===== src/rtl/issue_ctrl_pkg.sv =====
// rtl/issue_ctrl_pkg.sv - shared widths, opcodes and state encodings for the issue stage
`ifndef ISSUE_CTRL_DEFINES
`define ISSUE_CTRL_DEFINES
`define instWidth 32
`define addrWidth 32
`define emptyInst 32'hFFFF_FFFF
`endif

package issue_ctrl_pkg;

    localparam int INST_WIDTH = `instWidth;
    localparam int ADDR_WIDTH = `addrWidth;

    // PC presented when there is no valid head, so the decoder emits emptyOp
    localparam logic [ADDR_WIDTH-1:0] EMPTY_INST = `emptyInst;

    localparam logic [6:0] OPC_LOAD  = 7'b0000011;
    localparam logic [6:0] OPC_STORE = 7'b0100011;
    localparam logic [6:0] OPC_JALR  = 7'b1100111;

    typedef enum logic [1:0] {
        IC_RUN   = 2'd0,
        IC_HOLD  = 2'd1,
        IC_FLUSH = 2'd2
    } ic_state_e;

    function automatic logic is_load_store(input logic [6:0] opc);
        return (opc == OPC_LOAD) || (opc == OPC_STORE);
    endfunction

endpackage


===== src/rtl/issue_ctrl_fifo.sv =====
// rtl/issue_ctrl_fifo.sv - instruction/PC FIFO with wrap-around pointers and a full/empty count
module inst_fifo
    import issue_ctrl_pkg::*;
#(
    parameter int DEPTH = 4,
    parameter int PTR_W = 2
) (
    input  logic                  clk_in,
    input  logic                  rst_in,
    input  logic                  push_in,
    input  logic                  pop_in,
    input  logic                  clear_in,
    input  logic [INST_WIDTH-1:0] inst_in,
    input  logic [ADDR_WIDTH-1:0] pc_in,
    output logic [INST_WIDTH-1:0] head_inst_out,
    output logic [ADDR_WIDTH-1:0] head_pc_out,
    output logic                  full_out,
    output logic                  empty_out
);

    localparam logic [PTR_W:0] FULL_CNT = (PTR_W+1)'(DEPTH);

    logic [INST_WIDTH-1:0] inst_q [DEPTH];
    logic [INST_WIDTH-1:0] inst_d [DEPTH];
    logic [ADDR_WIDTH-1:0] pc_q   [DEPTH];
    logic [ADDR_WIDTH-1:0] pc_d   [DEPTH];
    logic [PTR_W-1:0]      head_q, head_d;
    logic [PTR_W-1:0]      tail_q, tail_d;
    logic [PTR_W:0]        count_q, count_d;
    logic                  push_ok, pop_ok;

    // Full is taken from the registered count only, so a same-cycle pop never frees a slot
    assign full_out  = (count_q == FULL_CNT);
    assign empty_out = (count_q == '0);
    assign push_ok   = push_in && !full_out;
    assign pop_ok    = pop_in && !empty_out;

    assign head_inst_out = inst_q[head_q];
    assign head_pc_out   = pc_q[head_q];

    always_comb begin
        inst_d  = inst_q;
        pc_d    = pc_q;
        head_d  = head_q;
        tail_d  = tail_q;
        count_d = count_q;
        if (clear_in) begin
            head_d  = '0;
            tail_d  = '0;
            count_d = '0;
        end else begin
            if (push_ok) begin
                inst_d[tail_q] = inst_in;
                pc_d[tail_q]   = pc_in;
                tail_d         = tail_q + PTR_W'(1);
            end
            if (pop_ok) begin
                head_d = head_q + PTR_W'(1);
            end
            count_d = count_q + (PTR_W+1)'(push_ok) - (PTR_W+1)'(pop_ok);
        end
    end

    always_ff @(posedge clk_in) begin
        if (rst_in) begin
            for (int i = 0; i < DEPTH; i++) begin
                inst_q[i] <= '0;
                pc_q[i]   <= '0;
            end
            head_q  <= '0;
            tail_q  <= '0;
            count_q <= '0;
        end else begin
            inst_q  <= inst_d;
            pc_q    <= pc_d;
            head_q  <= head_d;
            tail_q  <= tail_d;
            count_q <= count_d;
        end
    end

endmodule


===== src/rtl/issue_ctrl.sv =====
// rtl/issue_ctrl.sv - presents the buffered fetch head to the decoder and sequences JALR hold and rollback flush
module issue_ctrl
    import issue_ctrl_pkg::*;
#(
    parameter int DEPTH = 4,
    parameter int PTR_W = 2
) (
    input  logic                  clk_in,
    input  logic                  rst_in,
    input  logic                  rdy_in,
    input  logic                  push_in,
    input  logic [INST_WIDTH-1:0] inst_in,
    input  logic [ADDR_WIDTH-1:0] pc_in,
    output logic                  queue_full_out,
    output logic [INST_WIDTH-1:0] inst_to_dec,
    output logic [ADDR_WIDTH-1:0] pc_to_dec,
    output logic                  if_ls_to_dec,
    input  logic                  station_idle_in,
    output logic                  issued_out,
    output logic                  hold_out,
    input  logic                  redirect_in,
    input  logic                  rollback_in
);

    ic_state_e             state_q, state_d;
    logic                  hold_q;
    logic                  fifo_full, fifo_empty;
    logic [INST_WIDTH-1:0] head_inst;
    logic [ADDR_WIDTH-1:0] head_pc;
    logic                  head_valid, head_is_jalr;
    logic                  push_req, clear_req;

    assign head_valid   = !fifo_empty && (state_q == IC_RUN) && !rollback_in;
    assign issued_out   = rdy_in && head_valid && station_idle_in;
    assign head_is_jalr = (head_inst[6:0] == OPC_JALR);

    // Rollback discards the same-cycle push; FLUSH drops pushes because the clear wins anyway
    assign push_req  = rdy_in && push_in && !rollback_in && (state_q != IC_FLUSH);
    assign clear_req = rdy_in && (rollback_in || (state_q == IC_FLUSH));

    inst_fifo #(
        .DEPTH (DEPTH),
        .PTR_W (PTR_W)
    ) u_fifo (
        .clk_in        (clk_in),
        .rst_in        (rst_in),
        .push_in       (push_req),
        .pop_in        (issued_out),
        .clear_in      (clear_req),
        .inst_in       (inst_in),
        .pc_in         (pc_in),
        .head_inst_out (head_inst),
        .head_pc_out   (head_pc),
        .full_out      (fifo_full),
        .empty_out     (fifo_empty)
    );

    assign queue_full_out = fifo_full;
    assign inst_to_dec    = head_valid ? head_inst : '0;
    assign pc_to_dec      = head_valid ? head_pc : EMPTY_INST;
    assign if_ls_to_dec   = head_valid && is_load_store(head_inst[6:0]);
    assign hold_out       = hold_q;

    always_comb begin
        state_d = state_q;
        if (rdy_in) begin
            if (rollback_in) begin
                state_d = IC_RUN;
            end else begin
                case (state_q)
                    IC_RUN:   if (issued_out && head_is_jalr) state_d = IC_HOLD;
                    IC_HOLD:  if (redirect_in) state_d = IC_FLUSH;
                    IC_FLUSH: state_d = IC_RUN;
                    default:  state_d = IC_RUN;
                endcase
            end
        end
    end

    always_ff @(posedge clk_in) begin
        if (rst_in) begin
            state_q <= IC_RUN;
            hold_q  <= 1'b0;
        end else begin
            state_q <= state_d;
            hold_q  <= (state_d != IC_RUN);
        end
    end

endmodule


===== config.mk =====
export PLATFORM = sky130hd
export DESIGN_NAME = issue_ctrl
export DESIGN_NICKNAME = d
export VERILOG_FILES = /design/src/rtl/issue_ctrl_pkg.sv /design/src/rtl/issue_ctrl_fifo.sv /design/src/rtl/issue_ctrl.sv
export SDC_FILE = /design/constraint.sdc
export NUM_CORES = 1
export LEC_CHECK = 0
export ABC_CLOCK_PERIOD_IN_PS = 2400
export CORE_MARGIN = 10
export CORE_UTILIZATION = 51
export DETAILED_ROUTE_END_ITERATION = 6
export GPL_TIMING_DRIVEN = 0
export PLACE_DENSITY = 0.76
export RECOVER_POWER = 50
export SLEW_MARGIN = 5
export SYNTH_ARGS = -nofsm -noshare
export SYNTH_HDL_FRONTEND = slang
export SYNTH_SLANG_ARGS = --single-unit

===== constraint.sdc =====
create_clock -name clk_in -period 2.4 [get_ports clk_in]
set_input_delay 0.24 -clock clk_in [delete_from_list [all_inputs] [get_ports clk_in]]
set_output_delay 0.24 -clock clk_in [all_outputs]
set_load 0.01 [all_outputs]

==> flow_summary.ini <==
[placement]
dp.cells = 1841
pre_cts_slack_ps = -940
gp_congestion = 0.927
dp_hpwl_um = 28800
port_buffers = 137

[critical_path]
path_max_fanout = 15
reg2reg_depth = 9
critPathArrivalTime_ps = 3070
crit_required_ps = 2860
end_kind = flop
path_cells = clkbuf_4, nor2b_1, or4_1, clkinv_1, clkbuf_2, buf_8, buf_6, nand3_1, a21oi_1
startpoint_type = flop
slowest_delay_ps = 570
path_class = reg -> reg
worst_path_max_delay_cell = or4_1

[synthesis]
yosysWarnings = 0
syn_area_per_cell_sq_um = 8.82
ys_ff_latch = 266
synthDistinctLibCells = 34
synth_flop_cell = dfxtp_1
synth_top_area_cell = dfxtp_1
syn_inst = 1384
synth_area_sq_um = 12200
synth-seq-area-share = 0.436
synthTopCellsByArea = dfxtp_1 44%, mux4_2 12%, a21oi_1 11%, nand3_1 10%, o21ai_0 9.4%
synth-edff-count = 0
synth_top_area_share = 0.436
syn_nets = 1462
async_flop_share = 0

[floorplan]
num_io_pins = 139
fp.coreArea_sq_um = 23500
die_w_um = 175
placementRows = 56
die_area_sq_um = 30500
die_h_um = 175
start_util = 0.519

[finish]
num-nets-final = 1665
post-route-util = 0.656
instances_no_fill = 1928
antenna_cells = 0
drive_gt1_frac = 0.181
nFillCells = 1923
areaGrowthSynthToFinish_pct = 26.5

[timing]
fmax_ghz = 0.383
period_share = 1.09
drv_slew = 0
fin_crit_ps = 2610
slew-limit-headroom = 0.503
worst_pin_slew_ps = 745
finalHoldViolations = 0
finalClockSkew_ps = 11.3
setup_slack_ps = -211
rsz0062_at_grt = yes
finalSetupViolations = 305

[drt]
wl_per_cell_um = 23.3
vias_per_cell = 6.58
drt_iter0_markers = 2005
num_vias = 12681
drc = 0
drt-total-wl_um = 44900
dr.pass1.iters = 6
ant_nets = 0

[pwr]
leakagePower_nw = 5.05
power.density_nw_per_um2 = 667
max-vdd-ir-drop_mv = 0.485

[grt]
track_usage = 0.278
grt_pass1_vias = 12349
antenna_found_initial = 0
grt_max_degree = 16
grt_pass1_wl_um = 69400
gr-total-overflow = 0

[clock_tree]
cts_tree = done
clk_pin_slew_ps = 60
clockRootBuffer = clkbuf_16
cts_hold_buffers = 0
htree_levels = 1
cts_buffers = 29
clock-sinks = 266
clock_latency_ps = 550
cts_buffer_depth = 3

[outcome]
violations = setup timing
status = complete, but fails checks

[hold_path]
hold_depth = 3
hold_class = in -> reg

[job]
maxCapViolCount = 0
[cells by family after synthesis]
kind of cell    count (synthesis)  share of synthesized area
buf+inv                       173                     0.0706
simple gates                  349                      0.150
flops                         266                      0.436
mux                            64                      0.118
compound gates                520                      0.213
fa+ha+maj                       7                    0.00779
xor+xnor                        5                    0.00359
[report_power, final]
group | internal [mW] | switching, mW | leakage, nW | total [mW]
Sequential | 4.46 | 0.0277 | 2.15 | 4.49
Combinational | 0.370 | 0.616 | 2.40 | 0.986
Clock | 2.92 | 1.92 | 0.507 | 4.83
[worst max-delay path: cells and delay by family, from the launching register on]
family,cells,cell delay [ps]
buffers and inverters,5,1120
flip-flops,1,350
AO/OA/AOI/OAI,1,220
AND/OR/NAND/NOR,3,820
[cell usage after synthesis (all sizes together), types with 2 or more instances]
library cell  number
nand4              2
o21ai            259
a21oi            260
xnor2              4
and2              33
clkinv             5
clkbuf           120
nor3               3
nor2               8
or3               33
nand2b             2
inv                6
dfxtp            266
nand3            256
ha                 6
nand2              5
mux4              64
buf               42
[area by class of cell]
class	count	area [sq um]	area share
multi-input cells	945	6120	0.396
flip-flops and latches	266	5340	0.346
repair buffers	177	1560	0.101
clock inverters	15	216	0.0140
inverters	11	41.3	0.00267
clock buffers	38	810	0.0524
plain buffers	157	962	0.0623
well taps	319	399	0.0258
[registers in the layout, summed over array words and instances (netlist names)]
name,cells
u_fifo.inst_q,128
u_fifo.pc_q,128
u_fifo.count_q,3
state_q,2
u_fifo.head_q,2
u_fifo.tail_q,2
hold_out,1
[worst paths after layout]
kind	to	startpoint	slack [ps]
worst max register to register	u_fifo.pc_q[126]$_SDFFE_PP0P_	state_q[1]$_SDFF_PP0_	-210
worst max-delay path	u_fifo.pc_q[126]$_SDFFE_PP0P_	state_q[1]$_SDFF_PP0_	-210
worst min register to register	u_fifo.pc_q[54]$_SDFFE_PP0P_	u_fifo.pc_q[54]$_SDFFE_PP0P_	470
worst min-delay path	state_q[1]$_SDFF_PP0_	redirect_in	320
[per-layer routing]
layer	global-route usage	share of wire	routed length (um)	up-vias
met5	0	0	0	-
met4	0.126	0.046	2060	0
met3	0.0582	0.12	5250	184
met2	0.441	0.46	20700	975
met1	0.358	0.38	17000	6036
li1	-	-	-	5486
[per-stage QoR]
stage / power, mW / hold WS (ps) / TNS, ps / area, sq um
4_1_cts: 10.2 / 316 / -3950 / 15400
5_1_grt: 10.5 / 355 / -44080 / 15400
2_1_floorplan: 5.01 / 388 / 0 / 12200
3_3_place_gp: 5.47 / 457 / -87530 / 14000
3_5_place_dp: 5.48 / 464 / -78330 / 14000
6_report: 10.3 / 324 / -27840 / 15400
[what timing repair did]
| action | in CTS | in global routing |
|---|---|---|
| endpoints found under the setup margin | 68 | 68 |
| setup buffers | 28 | 7 |
| gates resized for setup | 364 | 23 |
| cloned | 6 | 0 |
| pin swaps | 12 | 12 |
[cells in the final DEF (no fill, tap or decap), drive strengths merged, types with 2 or more instances in the layout]
master / Yosys / final
nand2b: 2 / 2
bufinv: 0 / 5
nor3: 3 / 3
xnor2: 4 / 4
dfxtp: 266 / 266
inv: 6 / 8
nand2: 5 / 5
buf: 42 / 142
o21ai: 259 / 259
a21oi: 260 / 260
ha: 6 / 6
nand4: 2 / 2
and2: 33 / 33
or3: 33 / 33
clkinv: 5 / 12
nor2: 8 / 8
nand3: 256 / 256
mux4: 64 / 64
dlygate4sd3: 0 / 2
clkdlybuf4s50: 0 / 69
clkbuf: 120 / 159
(Power assumes the default switching activity.)
